<file path="src/rtl/mbscore_ctrl_mc.sv">
// Multicycle IF/ID/EXE/MEM/WB control FSM for MBScore with imem/dmem handshakes, wait timeout and pause.
// Latency: 2-4 state cycles per instruction plus memory wait states; strobes are combinational from state and IR.
// Backpressure: imem_req/dmem_req held until ready; stop/pause drop requests; bus_err after 2**TMO_W-1 waits.
module mbscore_ctrl_mc #(
    parameter int DATA_WIDTH     = 32,
    parameter int REG_ADDR_WIDTH = 5,
    parameter int IMM_WIDTH      = 16,
    parameter int ALU_OP_WIDTH   = 4,
    parameter int ALU_SEL_WIDTH  = 2,
    parameter int TMO_W          = 4
) (
    input  logic                      clk,
    input  logic                      rst,
    input  logic                      stop,
    input  logic                      pause,
    input  logic [DATA_WIDTH-1:0]     imem_rdata,
    input  logic                      imem_ready,
    input  logic                      dmem_ready,
    output logic                      imem_req,
    output logic                      dmem_req,
    output logic                      dmem_we,
    output logic [DATA_WIDTH-1:0]     inst,
    output logic [REG_ADDR_WIDTH-1:0] rs_addr,
    output logic [REG_ADDR_WIDTH-1:0] rt_addr,
    output logic [REG_ADDR_WIDTH-1:0] rd_addr,
    output logic [IMM_WIDTH-1:0]      imm,
    output logic [ALU_SEL_WIDTH-1:0]  alu_sel_a,
    output logic [ALU_SEL_WIDTH-1:0]  alu_sel_b,
    output logic [ALU_OP_WIDTH-1:0]   alu_op_type,
    output logic                      reg_we,
    output logic                      pc_we,
    output logic                      mem_to_reg_we,
    output logic                      lui,
    output logic                      spr_sel,
    output logic                      jump,
    output logic                      branch,
    output logic                      jr,
    output logic                      hlt,
    output logic                      syscall,
    output logic                      next,
    output logic                      bus_err,
    output logic [3:0]                state
);

    localparam logic [3:0] S_IDLE  = 4'd0;
    localparam logic [3:0] S_IF    = 4'd1;
    localparam logic [3:0] S_ID    = 4'd2;
    localparam logic [3:0] S_EXE   = 4'd3;
    localparam logic [3:0] S_MEM   = 4'd4;
    localparam logic [3:0] S_WB    = 4'd5;
    localparam logic [3:0] S_PAUSE = 4'd6;
    localparam logic [3:0] S_HALT  = 4'd7;

    localparam logic [5:0] OP_RTYPE = 6'h00;
    localparam logic [5:0] OP_J     = 6'h02;
    localparam logic [5:0] OP_JAL   = 6'h03;
    localparam logic [5:0] OP_BEQ   = 6'h04;
    localparam logic [5:0] OP_BNE   = 6'h05;
    localparam logic [5:0] OP_ADDI  = 6'h08;
    localparam logic [5:0] OP_ADDIU = 6'h09;
    localparam logic [5:0] OP_SLTI  = 6'h0A;
    localparam logic [5:0] OP_SLTIU = 6'h0B;
    localparam logic [5:0] OP_ANDI  = 6'h0C;
    localparam logic [5:0] OP_ORI   = 6'h0D;
    localparam logic [5:0] OP_XORI  = 6'h0E;
    localparam logic [5:0] OP_LUI   = 6'h0F;
    localparam logic [5:0] OP_SPRWR = 6'h10;
    localparam logic [5:0] OP_LW    = 6'h23;
    localparam logic [5:0] OP_SW    = 6'h2B;
    localparam logic [5:0] OP_HLT   = 6'h3F;

    localparam logic [5:0] F_SLL     = 6'h00;
    localparam logic [5:0] F_SRL     = 6'h02;
    localparam logic [5:0] F_SRA     = 6'h03;
    localparam logic [5:0] F_JR      = 6'h08;
    localparam logic [5:0] F_SYSCALL = 6'h0C;
    localparam logic [5:0] F_ADD     = 6'h20;
    localparam logic [5:0] F_ADDU    = 6'h21;
    localparam logic [5:0] F_SUB     = 6'h22;
    localparam logic [5:0] F_SUBU    = 6'h23;
    localparam logic [5:0] F_AND     = 6'h24;
    localparam logic [5:0] F_OR      = 6'h25;
    localparam logic [5:0] F_XOR     = 6'h26;
    localparam logic [5:0] F_NOR     = 6'h27;
    localparam logic [5:0] F_SLT     = 6'h2A;
    localparam logic [5:0] F_SLTU    = 6'h2B;

    localparam logic [ALU_OP_WIDTH-1:0] ALU_OP_ADD  = ALU_OP_WIDTH'(0);
    localparam logic [ALU_OP_WIDTH-1:0] ALU_OP_ADDU = ALU_OP_WIDTH'(1);
    localparam logic [ALU_OP_WIDTH-1:0] ALU_OP_SUB  = ALU_OP_WIDTH'(2);
    localparam logic [ALU_OP_WIDTH-1:0] ALU_OP_SUBU = ALU_OP_WIDTH'(3);
    localparam logic [ALU_OP_WIDTH-1:0] ALU_OP_AND  = ALU_OP_WIDTH'(4);
    localparam logic [ALU_OP_WIDTH-1:0] ALU_OP_OR   = ALU_OP_WIDTH'(5);
    localparam logic [ALU_OP_WIDTH-1:0] ALU_OP_XOR  = ALU_OP_WIDTH'(6);
    localparam logic [ALU_OP_WIDTH-1:0] ALU_OP_NOR  = ALU_OP_WIDTH'(7);
    localparam logic [ALU_OP_WIDTH-1:0] ALU_OP_SLT  = ALU_OP_WIDTH'(8);
    localparam logic [ALU_OP_WIDTH-1:0] ALU_OP_SLTU = ALU_OP_WIDTH'(9);
    localparam logic [ALU_OP_WIDTH-1:0] ALU_OP_SLL  = ALU_OP_WIDTH'(10);
    localparam logic [ALU_OP_WIDTH-1:0] ALU_OP_SRL  = ALU_OP_WIDTH'(11);
    localparam logic [ALU_OP_WIDTH-1:0] ALU_OP_SRA  = ALU_OP_WIDTH'(12);
    localparam logic [ALU_OP_WIDTH-1:0] ALU_OP_LUI  = ALU_OP_WIDTH'(13);
    localparam logic [ALU_OP_WIDTH-1:0] ALU_OP_NOP  = ALU_OP_WIDTH'(15);

    localparam logic [ALU_SEL_WIDTH-1:0] ALU_SEL_RS  = ALU_SEL_WIDTH'(0);
    localparam logic [ALU_SEL_WIDTH-1:0] ALU_SEL_RT  = ALU_SEL_WIDTH'(1);
    localparam logic [ALU_SEL_WIDTH-1:0] ALU_SEL_IMM = ALU_SEL_WIDTH'(2);
    localparam logic [ALU_SEL_WIDTH-1:0] ALU_SEL_PC  = ALU_SEL_WIDTH'(3);

    // Instruction classes; everything unrecognised falls into C_NOP.
    typedef enum logic [3:0] {
        C_NOP, C_RALU, C_SHIFT, C_IALU, C_LUI, C_LW, C_SW, C_BR,
        C_J, C_JAL, C_JR, C_SYSCALL, C_HLT, C_SPRWR
    } cls_t;

    logic [3:0]              state_q, state_nxt, saved_q;
    logic [TMO_W-1:0]        tmo_q;
    logic [DATA_WIDTH-1:0]   ir_q;
    cls_t                    cls;
    logic [ALU_OP_WIDTH-1:0] dec_op;
    logic [ALU_SEL_WIDTH-1:0] dec_sel_a, dec_sel_b;
    logic [5:0]              opcode, funct;
    logic                    run, waiting, tmo_done, tmo_clr, tmo_inc;

    assign opcode = ir_q[31:26];
    assign funct  = ir_q[5:0];

    // A cycle only advances the instruction when neither stop nor pause overrides it.
    assign run      = !stop && !pause;
    assign waiting  = (state_q == S_IF && !imem_ready) || (state_q == S_MEM && !dmem_ready);
    assign tmo_done = &tmo_q;
    // Returning from PAUSE keeps the partially elapsed wait budget.
    assign tmo_clr  = (state_nxt != state_q) && (state_q != S_PAUSE) &&
                      (state_nxt == S_IF || state_nxt == S_MEM);
    assign tmo_inc  = run && waiting && !tmo_done;

    // State, resume point and wait-timeout counter.
    always_ff @(posedge clk) begin
        if (rst) begin
            state_q <= S_IDLE;
            saved_q <= S_IDLE;
            tmo_q   <= '0;
        end else begin
            state_q <= state_nxt;
            if (!stop && pause && state_q != S_PAUSE && state_q != S_HALT)
                saved_q <= state_q;
            if (tmo_clr)
                tmo_q <= '0;
            else if (tmo_inc)
                tmo_q <= tmo_q + TMO_W'(1);
        end
    end

    // Instruction register loads only on a fetch that is allowed to complete.
    always_ff @(posedge clk) begin
        if (rst)
            ir_q <= '0;
        else if (state_q == S_IF && imem_ready && run)
            ir_q <= imem_rdata;
    end

    // Classify the IR and pick its ALU operation and operand selects.
    always_comb begin
        cls       = C_NOP;
        dec_op    = ALU_OP_NOP;
        dec_sel_a = ALU_SEL_RS;
        dec_sel_b = ALU_SEL_RT;
        case (opcode)
            OP_RTYPE: begin
                case (funct)
                    F_SLL:     begin cls = C_SHIFT; dec_op = ALU_OP_SLL;  end
                    F_SRL:     begin cls = C_SHIFT; dec_op = ALU_OP_SRL;  end
                    F_SRA:     begin cls = C_SHIFT; dec_op = ALU_OP_SRA;  end
                    F_JR:      cls = C_JR;
                    F_SYSCALL: cls = C_SYSCALL;
                    F_ADD:     begin cls = C_RALU; dec_op = ALU_OP_ADD;  end
                    F_ADDU:    begin cls = C_RALU; dec_op = ALU_OP_ADDU; end
                    F_SUB:     begin cls = C_RALU; dec_op = ALU_OP_SUB;  end
                    F_SUBU:    begin cls = C_RALU; dec_op = ALU_OP_SUBU; end
                    F_AND:     begin cls = C_RALU; dec_op = ALU_OP_AND;  end
                    F_OR:      begin cls = C_RALU; dec_op = ALU_OP_OR;   end
                    F_XOR:     begin cls = C_RALU; dec_op = ALU_OP_XOR;  end
                    F_NOR:     begin cls = C_RALU; dec_op = ALU_OP_NOR;  end
                    F_SLT:     begin cls = C_RALU; dec_op = ALU_OP_SLT;  end
                    F_SLTU:    begin cls = C_RALU; dec_op = ALU_OP_SLTU; end
                    default:   cls = C_NOP;
                endcase
            end
            OP_J:     cls = C_J;
            OP_JAL:   begin cls = C_JAL; dec_op = ALU_OP_ADD; end
            OP_BEQ, OP_BNE: begin cls = C_BR; dec_op = ALU_OP_SUB; end
            OP_ADDI:  begin cls = C_IALU; dec_op = ALU_OP_ADD;  end
            OP_ADDIU: begin cls = C_IALU; dec_op = ALU_OP_ADDU; end
            OP_SLTI:  begin cls = C_IALU; dec_op = ALU_OP_SLT;  end
            OP_SLTIU: begin cls = C_IALU; dec_op = ALU_OP_SLTU; end
            OP_ANDI:  begin cls = C_IALU; dec_op = ALU_OP_AND;  end
            OP_ORI:   begin cls = C_IALU; dec_op = ALU_OP_OR;   end
            OP_XORI:  begin cls = C_IALU; dec_op = ALU_OP_XOR;  end
            OP_LUI:   begin cls = C_LUI;  dec_op = ALU_OP_LUI;  end
            OP_SPRWR: cls = C_SPRWR;
            OP_LW:    begin cls = C_LW; dec_op = ALU_OP_ADD; end
            OP_SW:    begin cls = C_SW; dec_op = ALU_OP_ADD; end
            OP_HLT:   cls = C_HLT;
            default:  cls = C_NOP;
        endcase
        case (cls)
            C_SHIFT:                  dec_sel_a = ALU_SEL_IMM;
            C_IALU, C_LUI, C_LW, C_SW: dec_sel_b = ALU_SEL_IMM;
            C_JAL: begin
                dec_sel_a = ALU_SEL_PC;
                dec_sel_b = ALU_SEL_IMM;
            end
            default: ;
        endcase
    end

    // Next state: rst (in the register) > stop > pause > normal sequencing.
    always_comb begin
        state_nxt = state_q;
        if (stop) begin
            state_nxt = S_IDLE;
        end else if (pause && state_q != S_HALT) begin
            state_nxt = S_PAUSE;
        end else begin
            case (state_q)
                S_IDLE: state_nxt = S_IF;
                S_IF: begin
                    if (imem_ready)    state_nxt = S_ID;
                    else if (tmo_done) state_nxt = S_IDLE;
                end
                S_ID: begin
                    if (cls == C_J || cls == C_SYSCALL) state_nxt = S_IF;
                    else if (cls == C_HLT)              state_nxt = S_HALT;
                    else                                state_nxt = S_EXE;
                end
                S_EXE: begin
                    if (cls == C_JR || cls == C_JAL || cls == C_SPRWR) state_nxt = S_IF;
                    else if (cls == C_LW || cls == C_SW)               state_nxt = S_MEM;
                    else                                               state_nxt = S_WB;
                end
                S_MEM: begin
                    if (dmem_ready)    state_nxt = S_IF;
                    else if (tmo_done) state_nxt = S_IDLE;
                end
                S_WB:    state_nxt = S_IF;
                S_PAUSE: state_nxt = saved_q;
                S_HALT:  state_nxt = S_HALT;
                default: state_nxt = S_IDLE;
            endcase
        end
    end

    // Outputs: IR fields everywhere but HALT, strobes only in the state that owns them.
    always_comb begin
        imem_req      = 1'b0;
        dmem_req      = 1'b0;
        dmem_we       = 1'b0;
        inst          = '0;
        rs_addr       = '0;
        rt_addr       = '0;
        rd_addr       = '0;
        imm           = '0;
        alu_sel_a     = '0;
        alu_sel_b     = '0;
        alu_op_type   = '0;
        reg_we        = 1'b0;
        pc_we         = 1'b0;
        mem_to_reg_we = 1'b0;
        lui           = 1'b0;
        spr_sel       = 1'b0;
        jump          = 1'b0;
        branch        = 1'b0;
        jr            = 1'b0;
        hlt           = 1'b0;
        syscall       = 1'b0;
        next          = 1'b0;
        bus_err       = 1'b0;
        state         = state_q;
        if (state_q != S_HALT) begin
            inst    = ir_q;
            rs_addr = REG_ADDR_WIDTH'(ir_q[25:21]);
            rt_addr = REG_ADDR_WIDTH'(ir_q[20:16]);
            if (cls == C_JAL)          rd_addr = {REG_ADDR_WIDTH{1'b1}};
            else if (opcode == OP_RTYPE) rd_addr = REG_ADDR_WIDTH'(ir_q[15:11]);
            else                       rd_addr = REG_ADDR_WIDTH'(ir_q[20:16]);
            if (cls == C_SHIFT) imm = IMM_WIDTH'(ir_q[10:6]);
            else                imm = IMM_WIDTH'(ir_q[15:0]);
        end
        case (state_q)
            S_IF: begin
                imem_req = run;
                pc_we    = run && imem_ready;
                bus_err  = run && !imem_ready && tmo_done;
            end
            S_ID: begin
                alu_sel_a = dec_sel_a;
                alu_sel_b = dec_sel_b;
                if (run) begin
                    jump    = (cls == C_J);
                    syscall = (cls == C_SYSCALL);
                    hlt     = (cls == C_HLT);
                    next    = (cls == C_J) || (cls == C_SYSCALL) || (cls == C_HLT);
                end
            end
            S_EXE: begin
                alu_sel_a   = dec_sel_a;
                alu_sel_b   = dec_sel_b;
                alu_op_type = dec_op;
                if (run) begin
                    jr      = (cls == C_JR);
                    jump    = (cls == C_JAL);
                    reg_we  = (cls == C_JAL);
                    spr_sel = (cls == C_SPRWR);
                    next    = (cls == C_JR) || (cls == C_JAL) || (cls == C_SPRWR);
                end
            end
            S_MEM: begin
                dmem_req = run;
                dmem_we  = run && (cls == C_SW);
                if (run && dmem_ready) begin
                    next          = 1'b1;
                    mem_to_reg_we = (cls == C_LW);
                end
                bus_err = run && !dmem_ready && tmo_done;
            end
            S_WB: begin
                if (run) begin
                    branch = (cls == C_BR);
                    reg_we = (cls != C_BR) && (cls != C_NOP);
                    lui    = (cls == C_LUI);
                    next   = 1'b1;
                end
            end
            default: ;
        endcase
    end

endmodule

</file>
<file path="config.mk">
export PLATFORM = sky130hd
export DESIGN_NAME = mbscore_ctrl_mc
export DESIGN_NICKNAME = d
export VERILOG_FILES = /design/src/rtl/mbscore_ctrl_mc.sv
export SDC_FILE = /design/constraint.sdc
export NUM_CORES = 1
export LEC_CHECK = 0
export BUFFER_PORTS_ARGS = -buffer_cell sky130_fd_sc_hd__buf_2
export CORE_UTILIZATION = 25
export DETAILED_ROUTE_END_ITERATION = 7
export PLACE_DENSITY = 0.45
export SYNTH_ARGS = -nofsm -noshare
export SYNTH_HDL_FRONTEND = slang
export SYNTH_SLANG_ARGS = --single-unit
</file>
<file path="constraint.sdc">
create_clock -name clk -period 3.75 [get_ports clk]
set_input_delay 0.375 -clock clk [delete_from_list [all_inputs] [get_ports clk]]
set_output_delay 0.375 -clock clk [all_outputs]
set_load 0.02 [all_outputs]
</file>
### Word level (Yosys, flattened, before mapping)

Index checks and enable logic that the tools add are counted.

| cells by class | value |
|---|---|
| add/sub/neg operators | 1 |
| equality and inequality tests | 55 |
| multiplexer cells | 56 |
| reductions and logical operators | 47 |

Operators with widths:

| operator | number |
|---|---|
| $pmux 4 s10 | 2 |
| $eq 6x6->1 const B | 13 |
| $eq 6x4->1 const B | 10 |
| $pmux 4 s13 | 1 |
| $eq 4x3->1 const B | 9 |
| $mux 16 | 2 |
| $mux 32 | 1 |
| $pmux 4 s7 | 1 |
| $mux 1 | 26 |
| $mux 5 | 5 |
| $eq 4x4->1 const B | 6 |
| $eq 6x2->1 const B | 4 |
| $mux 4 | 6 |
| $logic_and 1x1->1 | 21 |
| $eq 4x2->1 const B | 4 |
| $pmux 4 s4 | 1 |
| $eq 6x3->1 const B | 2 |
| $logic_not 6->1 | 2 |
| $ne 4x3->1 const B | 3 |
| $reduce_or 10->1 | 1 |
| $mux 3 | 3 |
| $eq 4x1->1 const B | 2 |
| $reduce_or 2->1 | 4 |
| $logic_or 1x1->1 | 7 |
| other kinds (15) | 23 |

| word-level totals | value |
|---|---|
| flip-flop bits (word level) | 44 |
| input port bits | 38 |
| output and inout port bits | 90 |
| word-level logic and storage cells | 163 |

### Logic depth before layout (Yosys ltp)

Gate-level depths: netlist (run 1).

| logic depth | value |
|---|---|
| depth after elaboration | 15 |
| mapped depth | 10 |
| depth with buffers taken out | 8 |

### Worst setup path after synthesis (run 1)

No wires, ideal clock.

| timing path | value |
|---|---|
| kind | flip-flop to output port |
| start | register state_q[0] (netlist: state[0]) |
| end | output pc_we |
| arrival | 2,541 ps |
| required time | 3,375 ps |
| path slack | 834 ps |
| cell stages (with the launch flop) | 7 |
| path buffers | 2 |
| path through | dfxtp_1 clkbuf_1 or4b_2 nor3_1 nand2_1 inv_1 buf_2 |

| on the way | value |
|---|---|
| longest elaborated chain between the ends | 2 |

RTL lines:

| what | line | source |
|---|---|---|
| start, declared | 115 | `logic [3:0] state_q, state_nxt, saved_q;` |
| start signal, assigned | 143 | `state_q <= state_nxt;` |
| $eq 4x1->1 | 288 | `case (state_q)` |
| $mux 1 | 288 |  |
| end, declared | 31 | `output logic pc_we,` |

No other way between the ends.

### Worst setup path after layout (run 1)

| timing path | value |
|---|---|
| start | register ir_q[28] |
| end | output imm[14] |

| on the way | value |
|---|---|
| longest elaborated chain between the ends | 6 |
| elaborated cells on any way between the ends | 23 |
| classes of those cells | 17 x eq/ne; 3 x mux; 3 x reduce/logical |

RTL lines:

| what | line | source |
|---|---|---|
| start, declared | 117 | `logic [DATA_WIDTH-1:0] ir_q;` |
| start signal, assigned | 158 | `ir_q <= imem_rdata;` |
| $eq 6x4->1 or $eq 6x3->1 (tied branches) | 167 | `case (opcode)` |
| $reduce_or 7->1 (no line) or $reduce_or 2->1 (tied branches) | - |  |
| $pmux 4 s10 * | 167 |  |
| $eq 4x2->1 * | 285 | `if (cls == C_SHIFT) imm = IMM_WIDTH'(ir_q[10:6]);` |
| $mux 16 * | 285 |  |
| $mux 16 * | 278 | `if (state_q != S_HALT) begin` |
| end, declared | 26 | `output logic [IMM_WIDTH-1:0] imm,` |

Mark *: on every way between the ends. The rest lies on a longest branch, timed or not.

==> impl_results.html, run 1 <==
<table>
<tr><th>Metric</th><th>Value</th></tr>
<tr><th colspan="2">Floorplanning</th></tr>
<tr><td>Die Width</td><td>114 um</td></tr>
<tr><td>Die height</td><td>~110 um</td></tr>
<tr><td>Starting Density</td><td>26.0%</td></tr>
<tr><td>Boundary pin count</td><td>128</td></tr>
<tr><td>Die footprint</td><td>approximately 13000 um^2</td></tr>
<tr><td>Core area</td><td>approximately 12000 um^2</td></tr>
<tr><td>Placement row count</td><td>40</td></tr>
<tr><th colspan="2">Routing</th></tr>
<tr><td>Count of antenna-violating nets left after detailed routing</td><td>0</td></tr>
<tr><td>Post-DR wirelength/cell</td><td>14.6 um</td></tr>
<tr><td>First-pass iteration count of the detailed router</td><td>5</td></tr>
<tr><td>Drt drc</td><td>0</td></tr>
<tr><td>Via count of the routed design</td><td>3524</td></tr>
<tr><td>Routed wire length</td><td>between 10 and 15 mm</td></tr>
<tr><td>DR iter-0 viols</td><td>approximately 170</td></tr>
<tr><td>DR vias/cell</td><td>between 4 and 5</td></tr>
<tr><th colspan="2">GRT</th></tr>
<tr><td>GR Util All Layers</td><td>between 10% and 20%</td></tr>
<tr><td>Maximum number of pins on one net before global-route repair</td><td>43</td></tr>
<tr><td>Fraction of met2 tracks used by global routing</td><td>between 20% and 30%</td></tr>
<tr><td>Global routing usage on met1</td><td>~22%</td></tr>
<tr><td>Met3 layer usage reported by global route</td><td>3.92%</td></tr>
<tr><td>Most used routing layer in global routing</td><td>met2</td></tr>
<tr><td>Via count of the first global-routing pass</td><td>3246</td></tr>
<tr><td>First-pass GRT wire length</td><td>~17 mm</td></tr>
<tr><td>Antenna violations before repair</td><td>0</td></tr>
<tr><td>Overflow after GRT</td><td>0</td></tr>
<tr><th colspan="2">Final layout</th></tr>
<tr><td>Synthesis-to-finish area growth</td><td>25.7%</td></tr>
<tr><td>Antenna diode instance count</td><td>0</td></tr>
<tr><td>Share of cells above drive strength 1</td><td>a little over a quarter</td></tr>
<tr><td>Fillers</td><td>1351</td></tr>
<tr><td>Layout Cell Area excl Fill</td><td>approximately 4000 um^2</td></tr>
<tr><td>Post-layout nets</td><td>between 600 and 700</td></tr>
<tr><td>Post-layout utilization of the core</td><td>between 30% and 40%</td></tr>
<tr><td>Post-layout instance count excluding filler cells</td><td>around 730</td></tr>
<tr><th colspan="2">Timing</th></tr>
<tr><td>Time the worst path needs with I/O delays and setup</td><td>3.47 ns</td></tr>
<tr><td>Actual slew at the worst max-slew pin</td><td>between 0.8 and 0.9 ns</td></tr>
<tr><td>Final max-slew violation count</td><td>0</td></tr>
<tr><td>Worst clock skew</td><td>0.00482 ns</td></tr>
<tr><td>Finish-stage setup viols</td><td>0</td></tr>
<tr><td>Max-slew headroom at the worst pin</td><td>between 40% and 50%</td></tr>
<tr><td>Maximum operating frequency</td><td>~290 MHz</td></tr>
<tr><td>Final-report hold violation count</td><td>0</td></tr>
<tr><td>Final clock period utilization by the worst path</td><td>between 90% and 100%</td></tr>
<tr><td>TNS Setup</td><td>0 ns</td></tr>
<tr><td>Setup repair after global routing missed its margin</td><td>no</td></tr>
<tr><th colspan="2">Setup path</th></tr>
<tr><td>Largest fanout of any net on the critical path</td><td>18</td></tr>
<tr><td>Most prevalent standard cell on the critical path</td><td>nor2_1</td></tr>
<tr><td>Data required time of the critical path</td><td>3.38 ns</td></tr>
<tr><td>Type of origin of the critical path</td><td>flop</td></tr>
<tr><td>WS Path Type</td><td>reg2out</td></tr>
<tr><td>Crit path max-delay cell type</td><td>or4_4</td></tr>
<tr><td>Element type at the critical path end</td><td>output port</td></tr>
<tr><td>Slowest cell delay on critical path</td><td>about 0.61 ns</td></tr>
<tr><td>Arrival time at the worst endpoint</td><td>a little over 3 ns</td></tr>
<tr><td>Critical path cell sequence</td><td>or4_4 -&gt; or3_1 -&gt; nor2_1 -&gt; nor2_1 -&gt; and2_1 -&gt; buf_2</td></tr>
<tr><th colspan="2">Clock tree</th></tr>
<tr><td>Worst-path clk slew</td><td>0.07 ns</td></tr>
<tr><td>Cell chosen for the clock root</td><td>clkbuf_16</td></tr>
<tr><td>Worst skew pair latency</td><td>around 0.29 ns</td></tr>
<tr><td>Clock tree from TritonCTS</td><td>built</td></tr>
<tr><td>Clock sink count</td><td>44</td></tr>
<tr><td>Post-CTS Setup Inserts</td><td>0</td></tr>
<tr><td>Number of H-tree levels</td><td>2</td></tr>
<tr><td>Post-cts resize count</td><td>0</td></tr>
<tr><td>CTS Hold Buffers Added</td><td>0</td></tr>
<tr><td>Buffer depth of the longest clock path</td><td>2</td></tr>
<tr><td>Number of buffers created by CTS</td><td>5</td></tr>
<tr><th colspan="2">Yosys</th></tr>
<tr><td>Adder and majority gate portion of the synthesized area</td><td>less than 1%</td></tr>
<tr><td>Portion of synthesized cell area occupied by the leading cell type</td><td>27.9%</td></tr>
<tr><td>Most instantiated flip-flop cell in the synthesis netlist</td><td>dfxtp_1</td></tr>
<tr><td>Post-Synth XOR/XNOR Area</td><td>0.554%</td></tr>
<tr><td>Post-synth net total</td><td>a little over 500</td></tr>
<tr><td>Share of flip-flops with an asynchronous set or reset after synthesis</td><td>0%</td></tr>
<tr><td>Mean cell area of the mapped netlist</td><td>~6.8 um^2</td></tr>
<tr><td>Sequential element share of the synthesized area</td><td>between 20% and 30%</td></tr>
<tr><td>Number of storage elements in the synthesis netlist</td><td>44</td></tr>
<tr><td>Top cells by area, synth</td><td>dfxtp_1, nand2_1, a21oi_1</td></tr>
<tr><td>Share of synthesized area spent on multiplexers</td><td>under 10%</td></tr>
<tr><td>Main combinational cell family by area after synthesis</td><td>simple AND/OR/NAND/NOR gates</td></tr>
<tr><td>Synthesis warning total</td><td>0</td></tr>
<tr><td>Number of enable flip-flop cells after synthesis</td><td>0</td></tr>
<tr><td>Simple logic cell fraction of the synthesized area</td><td>a little under two fifths</td></tr>
<tr><td>Cell Area, Synth</td><td>3160 um^2</td></tr>
<tr><td>Compound-Gate Fraction of Synth Area</td><td>around 22%</td></tr>
<tr><td>Biggest area consumer among synthesized cells</td><td>dfxtp_1</td></tr>
<tr><td>Synth cell types</td><td>61</td></tr>
<tr><td>Instance count of the mapped netlist</td><td>between 400 and 500</td></tr>
<tr><th colspan="2">Power and ir drop</th></tr>
<tr><td>Power per standard cell area</td><td>259 nW/um^2</td></tr>
<tr><td>Leakage power</td><td>~1.8 nW</td></tr>
<tr><td>Worst-case vdd ir drop</td><td>approximately 0.00015 V</td></tr>
<tr><th colspan="2">Placed design</th></tr>
<tr><td>Final HPWL from detailed placement</td><td>a little under 8 mm</td></tr>
<tr><td>Total cell area at the placement stage</td><td>3830 um^2</td></tr>
<tr><td>Weighted congestion reported at the end of routability-driven placement</td><td>~0.8</td></tr>
<tr><td>Number of port buffers</td><td>about 130</td></tr>
<tr><td>Post-placement cell count</td><td>roughly 730</td></tr>
<tr><th colspan="2">Job</th></tr>
<tr><td>Max-capacitance violation count</td><td>0</td></tr>
<tr><th colspan="2">Hold path</th></tr>
<tr><td>Classification of the worst-slack hold path</td><td>in2reg</td></tr>
<tr><th colspan="2">Run status</th></tr>
<tr><td>Run status</td><td>finished, final reports clean</td></tr>
</table>
-- Yosys cell counts (all sizes together) (2+ instances only) --
cell type  number
nor2           45
o211ai          2
o22ai           5
a21oi          56
o21ai          16
nor3b           2
nor2b           8
a31oi          13
nand3b          2
inv            13
and3            5
a211oi          3
o21bai          2
buf            18
a22oi           3
or2             2
nand2          91
dfxtp          44
nand3           7
or4             4
or3b            2
nand2b          7
or4b            2
nor4            4
clkbuf         29
or3             4
nand4           3
o31ai           2
and2           39
mux2i           4
nor4b           3
nor3            8
-- flip-flops by register name (all words and copies together), names as in the netlist --
name and flops:
state 4, ir_q 32, tmo_q 4, saved_q 4
-- stage by stage --
step / total power [mW] / setup slack, ns / hold slack, ns
4_1_cts: 1.04 / 0.241 / 0.314
6_report: 1.03 / 0.276 / 0.320
2_1_floorplan: 0.557 / 0.834 / 0.432
3_5_place_dp: 0.602 / 0.556 / 0.447
5_1_grt: 1.07 / 0.0552 / 0.320
3_3_place_gp: 0.602 / 0.688 / 0.440
-- metal layers --
| layer | routed length [um] | up-vias |
|---|---|---|
| met5 | 0 | - |
| met4 | 122 | 0 |
| met3 | 808 | 10 |
| met2 | 4770 | 122 |
| met1 | 5000 | 1609 |
| li1 | - | 1783 |
-- final cells by class --
cell class	instances	area [um^2]	share of cell area [%]
timing repair buffer	136	703	17.7
sequential	44	881	22.2
clock buffer	7	133	3.34
multi-input combinational	364	1990	50.0
clock inverter	1	8.76	0.220
inverter	13	48.8	1.23
tap	168	210	5.29
-- final timing paths --
path                  startpoint  endpoint  slack, ns  cells past startpoint
hold reg to reg         ir_q[24]  ir_q[24]       0.45                      2
setup reg to reg        ir_q[28]  tmo_q[2]       0.84                      7
setup / recovery        ir_q[28]   imm[14]       0.28                      6
hold / removal    imem_rdata[24]  ir_q[24]       0.32                      3
-- cells by family after synthesis --
group | count (synthesis)
AND/OR/NAND/NOR | 242
AO/OA/AOI/OAI | 114
buffers and inverters | 60
flip-flops | 44
multiplexers | 5
XOR/XNOR | 2
adder cells (fa/ha/maj) | 1
-- power by group --
part | internal (mW) | total, mW | leakage (nW) | switching (mW)
Sequential | 0.473 | 0.480 | 0.355 | 0.00697
Clock | 0.249 | 0.437 | 0.0681 | 0.188
Combinational | 0.0438 | 0.113 | 1.38 | 0.0691
Total | 0.765 | 1.03 | 1.80 | 0.264
-- placed cells by master (no fill, tap or decap), drive strengths merged, types with 2 or more instances in the layout --
| master | count |
|---|---|
| a211oi | 3 |
| a21oi | 56 |
| a22oi | 3 |
| a31oi | 13 |
| and2 | 39 |
| and3 | 5 |
| buf | 136 |
| clkbuf | 7 |
| dfxtp | 44 |
| inv | 13 |
| mux2i | 4 |
| nand2 | 91 |
| nand2b | 7 |
| nand3 | 7 |
| nand3b | 2 |
| nand4 | 3 |
| nor2 | 45 |
| nor2b | 8 |
| nor3 | 8 |
| nor3b | 2 |
| nor4 | 4 |
| nor4b | 3 |
| o211ai | 2 |
| o21ai | 16 |
| o21bai | 2 |
| o22ai | 5 |
| o31ai | 2 |
| or2 | 2 |
| or3 | 4 |
| or3b | 2 |
| or4 | 4 |
| or4b | 2 |
-- worst max-delay path, delay by kind of cell, from the launching register on --
kind / cells / cell delay [ns]
buffers and inverters: 1 / 0.15
flip-flops: 1 / 0.48
AND/OR/NAND/NOR: 5 / 2.17
Power figures use the tool's default switching activity.
==> run 2: changes to the inputs <==
Settings changed: REMOVE_ABC_BUFFERS from default to 1.
==> impl_results.html, run 2 (synthesis results as in run 1) <==
<table>
<tr><th>Metric</th><th>Value</th></tr>
<tr><th colspan="2">Run status</th></tr>
<tr><td>Run status</td><td>finished, final reports clean</td></tr>
<tr><th colspan="2">Routing</th></tr>
<tr><td>Drt drc</td><td>0</td></tr>
<tr><td>DR iter-0 viols</td><td>153</td></tr>
<tr><td>Post-DR wirelength/cell</td><td>approximately 15 um</td></tr>
<tr><td>Count of antenna-violating nets left after detailed routing</td><td>0</td></tr>
<tr><td>DR vias/cell</td><td>between 4 and 5</td></tr>
<tr><td>Routed wire length</td><td>roughly 11 mm</td></tr>
<tr><td>Via count of the routed design</td><td>~3500</td></tr>
<tr><td>First-pass iteration count of the detailed router</td><td>4</td></tr>
<tr><th colspan="2">Placed design</th></tr>
<tr><td>Number of port buffers</td><td>between 100 and 150</td></tr>
<tr><td>Weighted congestion reported at the end of routability-driven placement</td><td>0.829</td></tr>
<tr><td>Final HPWL from detailed placement</td><td>between 7 and 8 mm</td></tr>
<tr><td>Dpl ws</td><td>about 0.54 ns</td></tr>
<tr><td>Post-placement cell count</td><td>around 730</td></tr>
<tr><th colspan="2">Final layout</th></tr>
<tr><td>Most frequent cells in the layout</td><td>buf_2, nand2_1, a21oi_1, nor2_1, dfxtp_1</td></tr>
<tr><td>Post-layout instance count excluding filler cells</td><td>between 700 and 800</td></tr>
<tr><td>Commonest non-fill, non-tap cell in the layout</td><td>buf_2</td></tr>
<tr><td>Share of cells above drive strength 1</td><td>between 20 and 30%</td></tr>
<tr><td>Register ranked first by flip-flop count</td><td>ir_q</td></tr>
<tr><td>Post-layout utilization of the core</td><td>about a third</td></tr>
<tr><td>Synthesis-to-finish area growth</td><td>26.0%</td></tr>
<tr><td>Antenna diode instance count</td><td>0</td></tr>
<tr><td>Number of flip-flops in the largest register</td><td>32</td></tr>
<tr><td>Fillers</td><td>~1400</td></tr>
<tr><td>Post-layout nets</td><td>roughly 600</td></tr>
<tr><th colspan="2">Setup path</th></tr>
<tr><td>R2r setup slk</td><td>0.93 ns</td></tr>
<tr><td>Worst Setup EP</td><td>imm[13]</td></tr>
<tr><td>Critical path cell sequence</td><td>or4_4 -&gt; or3_1 -&gt; nor2_1 -&gt; nor2_1 -&gt; and2_1 -&gt; buf_2</td></tr>
<tr><td>Data required time of the critical path</td><td>3.38 ns</td></tr>
<tr><td>Arrival time at the worst endpoint</td><td>between 3 and 4 ns</td></tr>
<tr><td>WS Path Type</td><td>reg2out</td></tr>
<tr><td>Start point of the critical path</td><td>ir_q[31]</td></tr>
<tr><td>Crit path max-delay cell type</td><td>nor2_1</td></tr>
<tr><td>Launch instance of the worst register-to-register path</td><td>ir_q[31]</td></tr>
<tr><td>Depth of the worst register-to-register path</td><td>7</td></tr>
<tr><td>Largest fanout of any net on the critical path</td><td>15</td></tr>
<tr><td>Most prevalent standard cell on the critical path</td><td>nor2_1</td></tr>
<tr><td>Slowest cell delay on critical path</td><td>between 0.6 and 0.7 ns</td></tr>
<tr><td>Worst r2r dst</td><td>tmo_q[1]</td></tr>
<tr><td>Type of origin of the critical path</td><td>flop</td></tr>
<tr><td>Element type at the critical path end</td><td>output port</td></tr>
<tr><th colspan="2">Timing</th></tr>
<tr><td>Max-slew headroom at the worst pin</td><td>44.6%</td></tr>
<tr><td>Maximum operating frequency</td><td>around 280 MHz</td></tr>
<tr><td>Finish-stage setup viols</td><td>0</td></tr>
<tr><td>Time the worst path needs with I/O delays and setup</td><td>between 3 and 4 ns</td></tr>
<tr><td>Final max-slew violation count</td><td>0</td></tr>
<tr><td>Actual slew at the worst max-slew pin</td><td>approximately 0.83 ns</td></tr>
<tr><td>Worst clock skew</td><td>approximately 0.0058 ns</td></tr>
<tr><td>Setup repair after global routing missed its margin</td><td>no</td></tr>
<tr><td>Final clock period utilization by the worst path</td><td>93.9%</td></tr>
<tr><td>Final worst slack</td><td>around 0.23 ns</td></tr>
<tr><td>Final-report hold violation count</td><td>0</td></tr>
<tr><td>TNS Setup</td><td>0 ns</td></tr>
<tr><th colspan="2">GRT</th></tr>
<tr><td>Overflow after GRT</td><td>0</td></tr>
<tr><td>Via count of the first global-routing pass</td><td>between 3000 and 4000</td></tr>
<tr><td>First-pass GRT wire length</td><td>17.6 mm</td></tr>
<tr><td>GR Util All Layers</td><td>17.0%</td></tr>
<tr><td>Antenna violations before repair</td><td>0</td></tr>
<tr><td>Maximum number of pins on one net before global-route repair</td><td>43</td></tr>
<tr><th colspan="2">Floorplanning</th></tr>
<tr><td>Die footprint</td><td>approximately 13000 um^2</td></tr>
<tr><td>Core area</td><td>12200 um^2</td></tr>
<tr><td>Starting Density</td><td>26.0%</td></tr>
<tr><td>Placement row count</td><td>40</td></tr>
<tr><td>Die Width</td><td>114 um</td></tr>
<tr><td>Boundary pin count</td><td>128</td></tr>
<tr><td>Die height</td><td>about 110 um</td></tr>
<tr><th colspan="2">Clock tree</th></tr>
<tr><td>Worst-path clk slew</td><td>around 0.060 ns</td></tr>
<tr><td>Post-CTS Setup Inserts</td><td>0</td></tr>
<tr><td>Buffer depth of the longest clock path</td><td>2</td></tr>
<tr><td>Number of buffers created by CTS</td><td>5</td></tr>
<tr><td>Clock tree from TritonCTS</td><td>built</td></tr>
<tr><td>Number of H-tree levels</td><td>2</td></tr>
<tr><td>Worst skew pair latency</td><td>between 0.2 and 0.3 ns</td></tr>
<tr><td>Post-cts resize count</td><td>0</td></tr>
<tr><td>Cell chosen for the clock root</td><td>clkbuf_16</td></tr>
<tr><td>Clock sink count</td><td>44</td></tr>
<tr><td>CTS Hold Buffers Added</td><td>0</td></tr>
<tr><th colspan="2">Job</th></tr>
<tr><td>Max-capacitance violation count</td><td>0</td></tr>
<tr><th colspan="2">Power and ir drop</th></tr>
<tr><td>Total Power Consumption</td><td>roughly 1.0 mW</td></tr>
<tr><td>Power per standard cell area</td><td>approximately 260 nW/um^2</td></tr>
<tr><td>Worst-case vdd ir drop</td><td>0.000184 V</td></tr>
<tr><td>Leakage power</td><td>around 1.8 nW</td></tr>
<tr><th colspan="2">Hold path</th></tr>
<tr><td>Classification of the worst-slack hold path</td><td>in2reg</td></tr>
</table>
-- run 2: area by class of cell --
type / instances / area (um^2) / area share [%]
multi-input cells: 364 / 1990 / 49.9
flip-flops and latches: 44 / 881 / 22.1
repair buffers: 136 / 703 / 17.7
well taps: 168 / 210 / 5.28
clock buffers: 7 / 143 / 3.58
inverters: 13 / 48.8 / 1.23
clock inverters: 1 / 7.51 / 0.189
-- run 2: worst max-delay path, delay by kind of cell (launching register included) --
family | cells | cell delay, ns
simple gates | 5 | 2.27
flops | 1 | 0.46
buf+inv | 1 | 0.15
-- run 2: through the flow --
step	instance area [um^2]	hold WS, ns
6_report	3980	0.322
5_1_grt	3980	0.323
4_1_cts	3980	0.317
3_5_place_dp	3830	0.447
3_3_place_gp	3830	0.439
2_1_floorplan	2920	0.426
-- run 2: worst min-delay path by stage --
stage / from / slack [ns] / cells past startpoint / endpoint
global placement: ir_q[25] / 0.44 / 2 / ir_q[25]
CTS: imem_rdata[22] / 0.32 / 3 / ir_q[22]
detailed placement: ir_q[24] / 0.45 / 2 / ir_q[24]
finish: imem_rdata[1] / 0.32 / 3 / ir_q[1]
global route: imem_rdata[10] / 0.32 / 3 / ir_q[10]
floorplan: ir_q[21] / 0.43 / 2 / ir_q[21]
-- run 2: power by group --
part	internal, mW	switching, mW	leakage (nW)
clock network	0.266	0.189	0.0701
logic	0.0438	0.0684	1.38
registers	0.473	0.00676	0.355
-- run 2: routing by layer --
layer,GRT usage [%],up-vias,wire length [um]
li1,-,1789,-
met1,23.1,1594,5380
met2,27.2,117,4720
met3,3.65,15,661
met4,4.42,0,178
met5,0,-,0
==> run 3: changes to the inputs <==
Settings changed: CORE_UTILIZATION 25 to 50, PLACE_DENSITY 0.45 to 0.8.
==> impl_results.html, run 3 (synthesis results as in run 1) <==
<table>
<tr><th>Metric</th><th>Value</th></tr>
<tr><th colspan="2">Floorplanning</th></tr>
<tr><td>Die height</td><td>approximately 80 um</td></tr>
<tr><td>Placement row count</td><td>28</td></tr>
<tr><td>Die Width</td><td>around 81 um</td></tr>
<tr><td>Die footprint</td><td>approximately 6600 um^2</td></tr>
<tr><td>Starting Density</td><td>52.7%</td></tr>
<tr><td>Core area</td><td>between 5000 and 6000 um^2</td></tr>
<tr><td>Boundary pin count</td><td>roughly 130</td></tr>
<tr><th colspan="2">Timing</th></tr>
<tr><td>Finish-stage setup viols</td><td>0</td></tr>
<tr><td>Time the worst path needs with I/O delays and setup</td><td>around 3.4 ns</td></tr>
<tr><td>Worst clock skew</td><td>approximately 0.0094 ns</td></tr>
<tr><td>Final-report hold violation count</td><td>0</td></tr>
<tr><td>Maximum operating frequency</td><td>a little under 300 MHz</td></tr>
<tr><td>Setup repair after global routing missed its margin</td><td>no</td></tr>
<tr><td>Final clock period utilization by the worst path</td><td>between 90 and 100%</td></tr>
<tr><td>Final max-slew violation count</td><td>0</td></tr>
<tr><td>TNS Setup</td><td>0 ns</td></tr>
<tr><td>Actual slew at the worst max-slew pin</td><td>between 0.8 and 0.9 ns</td></tr>
<tr><td>Max-slew headroom at the worst pin</td><td>a little over two fifths</td></tr>
<tr><td>Hold Slack</td><td>between 0.2 and 0.3 ns</td></tr>
<tr><th colspan="2">Placed design</th></tr>
<tr><td>Total cell area at the placement stage</td><td>3700 um^2</td></tr>
<tr><td>Final HPWL from detailed placement</td><td>between 6 and 7 mm</td></tr>
<tr><td>Number of port buffers</td><td>127</td></tr>
<tr><td>Weighted congestion reported at the end of routability-driven placement</td><td>0.863</td></tr>
<tr><th colspan="2">GRT</th></tr>
<tr><td>Via count of the first global-routing pass</td><td>3095</td></tr>
<tr><td>GR Util All Layers</td><td>between 20% and 30%</td></tr>
<tr><td>Antenna violations before repair</td><td>0</td></tr>
<tr><td>First-pass GRT wire length</td><td>around 14 mm</td></tr>
<tr><td>Maximum number of pins on one net before global-route repair</td><td>43</td></tr>
<tr><td>Overflow after GRT</td><td>0</td></tr>
<tr><th colspan="2">Power and ir drop</th></tr>
<tr><td>Leakage power</td><td>about 1.8 nW</td></tr>
<tr><td>Power per standard cell area</td><td>between 200 and 300 nW/um^2</td></tr>
<tr><td>Fraction of power consumed by combinational cells</td><td>11.1%</td></tr>
<tr><td>Clock Power Share</td><td>between 30% and 40%</td></tr>
<tr><td>Total Power Consumption</td><td>just under 1 mW</td></tr>
<tr><td>Power share of the sequential group</td><td>49.5%</td></tr>
<tr><td>Cell internal pwr</td><td>0.716 mW</td></tr>
<tr><td>Net Switching</td><td>roughly 0.26 mW</td></tr>
<tr><td>Worst-case vdd ir drop</td><td>0.000161 V</td></tr>
<tr><td>Proportion of total power due to net switching</td><td>26.4%</td></tr>
<tr><th colspan="2">Routing</th></tr>
<tr><td>Count of antenna-violating nets left after detailed routing</td><td>0</td></tr>
<tr><td>Met3 wire length</td><td>a little over 700 um</td></tr>
<tr><td>First-pass iteration count of the detailed router</td><td>4</td></tr>
<tr><td>M1 wire length</td><td>about 4.2 mm</td></tr>
<tr><td>Met2 Wirelength</td><td>approximately 4.3 mm</td></tr>
<tr><td>Drt drc</td><td>0</td></tr>
<tr><td>Routed wire length</td><td>around 9.4 mm</td></tr>
<tr><td>Highest metal layer with signal wires</td><td>met4</td></tr>
<tr><td>Via count of the routed design</td><td>about 3600</td></tr>
<tr><td>Post-DR wirelength/cell</td><td>approximately 15 um</td></tr>
<tr><td>DR iter-0 viols</td><td>between 200 and 300</td></tr>
<tr><td>DR vias/cell</td><td>between 5 and 6</td></tr>
<tr><th colspan="2">Final layout</th></tr>
<tr><td>Synthesis-to-finish area growth</td><td>20.8%</td></tr>
<tr><td>Antenna diode instance count</td><td>0</td></tr>
<tr><td>Register ranked first by flip-flop count</td><td>ir_q</td></tr>
<tr><td>Post-layout nets</td><td>roughly 600</td></tr>
<tr><td>Commonest non-fill, non-tap cell in the layout</td><td>buf_2</td></tr>
<tr><td>Fillers</td><td>551</td></tr>
<tr><td>Most frequent cells in the layout</td><td>buf_2, nand2_1, a21oi_1, nor2_1, dfxtp_1</td></tr>
<tr><td>Share of cells above drive strength 1</td><td>a little over a quarter</td></tr>
<tr><td>Layout Cell Area excl Fill</td><td>3810 um^2</td></tr>
<tr><td>Number of flip-flops in the largest register</td><td>32</td></tr>
<tr><th colspan="2">Clock tree</th></tr>
<tr><td>Post-CTS Setup Inserts</td><td>0</td></tr>
<tr><td>Worst skew pair latency</td><td>0.30 ns</td></tr>
<tr><td>CTS Hold Buffers Added</td><td>0</td></tr>
<tr><td>Cell chosen for the clock root</td><td>clkbuf_8</td></tr>
<tr><td>Clock sink count</td><td>44</td></tr>
<tr><td>Buffer depth of the longest clock path</td><td>2</td></tr>
<tr><td>Number of buffers created by CTS</td><td>5</td></tr>
<tr><td>Post-cts resize count</td><td>0</td></tr>
<tr><td>Worst-path clk slew</td><td>roughly 0.1 ns</td></tr>
<tr><td>Number of H-tree levels</td><td>2</td></tr>
<tr><td>Clock tree from TritonCTS</td><td>built</td></tr>
<tr><th colspan="2">Setup path</th></tr>
<tr><td>Element type at the critical path end</td><td>output port</td></tr>
<tr><td>Type of origin of the critical path</td><td>flop</td></tr>
<tr><td>WS Path Type</td><td>reg2out</td></tr>
<tr><td>Data required time of the critical path</td><td>3.38 ns</td></tr>
<tr><td>Largest fanout of any net on the critical path</td><td>20</td></tr>
<tr><td>Arrival time at the worst endpoint</td><td>just over 3 ns</td></tr>
<tr><th colspan="2">Hold path</th></tr>
<tr><td>Classification of the worst-slack hold path</td><td>in2reg</td></tr>
<tr><th colspan="2">Job</th></tr>
<tr><td>Max-capacitance violation count</td><td>0</td></tr>
<tr><th colspan="2">Run status</th></tr>
<tr><td>Run status</td><td>finished, final reports clean</td></tr>
</table>
run 3: cell count changes in the layout (fill, tap and decap cells not counted), sizes merged:
cell	before	now
inv	13	14
buf	136	134
bufinv	0	1
clkbuf	7	5
run 3: area by class of cell:
type	count	area [um^2]	area share (%)
Tap cell	75	93.8	2.46
Timing Repair Buffer	134	688	18.0
Clock buffer	5	68.8	1.80
Clock inverter	3	46.3	1.21
Inverter	13	48.8	1.28
Sequential cell	44	881	23.1
Multi-Input combinational cell	364	1990	52.1
run 3: worst max-delay path: stages (launching register included):
cell	delay [ns]
dfxtp_1	0.51
or4_4	0.57
or3_1	0.50
nor2_1	0.48
nor2_1	0.29
and2_1	0.25
buf_2	0.15
run 3: final timing paths:
check / startpoint / end / slack, ns / cells after the start
setup / recovery: ir_q[29] / imm[7] / 0.32 / 6
hold / removal: imem_rdata[5] / ir_q[5] / 0.30 / 3
setup reg to reg: ir_q[29] / tmo_q[2] / 0.88 / 7
hold reg to reg: ir_q[22] / ir_q[22] / 0.46 / 2
run 3: routing by layer:
layer | vias to the layer above | GRT usage (%)
li1 | 1787 | -
met1 | 1656 | 36.1
met2 | 157 | 46.8
met3 | 12 | 6.00
met4 | 0 | 6.79
met5 | - | 0
run 3: power groups by stage:
stage	Clock, mW	Sequential [mW]	Combinational [mW]
floorplan	0	0.493	0.0535
detailed placement	0	0.492	0.106
global placement	0	0.492	0.104
finish	0.383	0.482	0.108
CTS	0.387	0.481	0.107
global route	0.404	0.483	0.118
run 3: through the flow:
stage | instances | setup slack [ns] | utilization [%]
2_1_floorplan | 421 | 0.0547 | -
3_3_place_gp | 630 | 0.738 | 61.8
3_5_place_dp | 630 | 0.632 | 61.8
4_1_cts | 638 | 0.311 | 63.7
5_1_grt | 638 | 0.168 | 63.7
6_report | 638 | 0.320 | 63.7
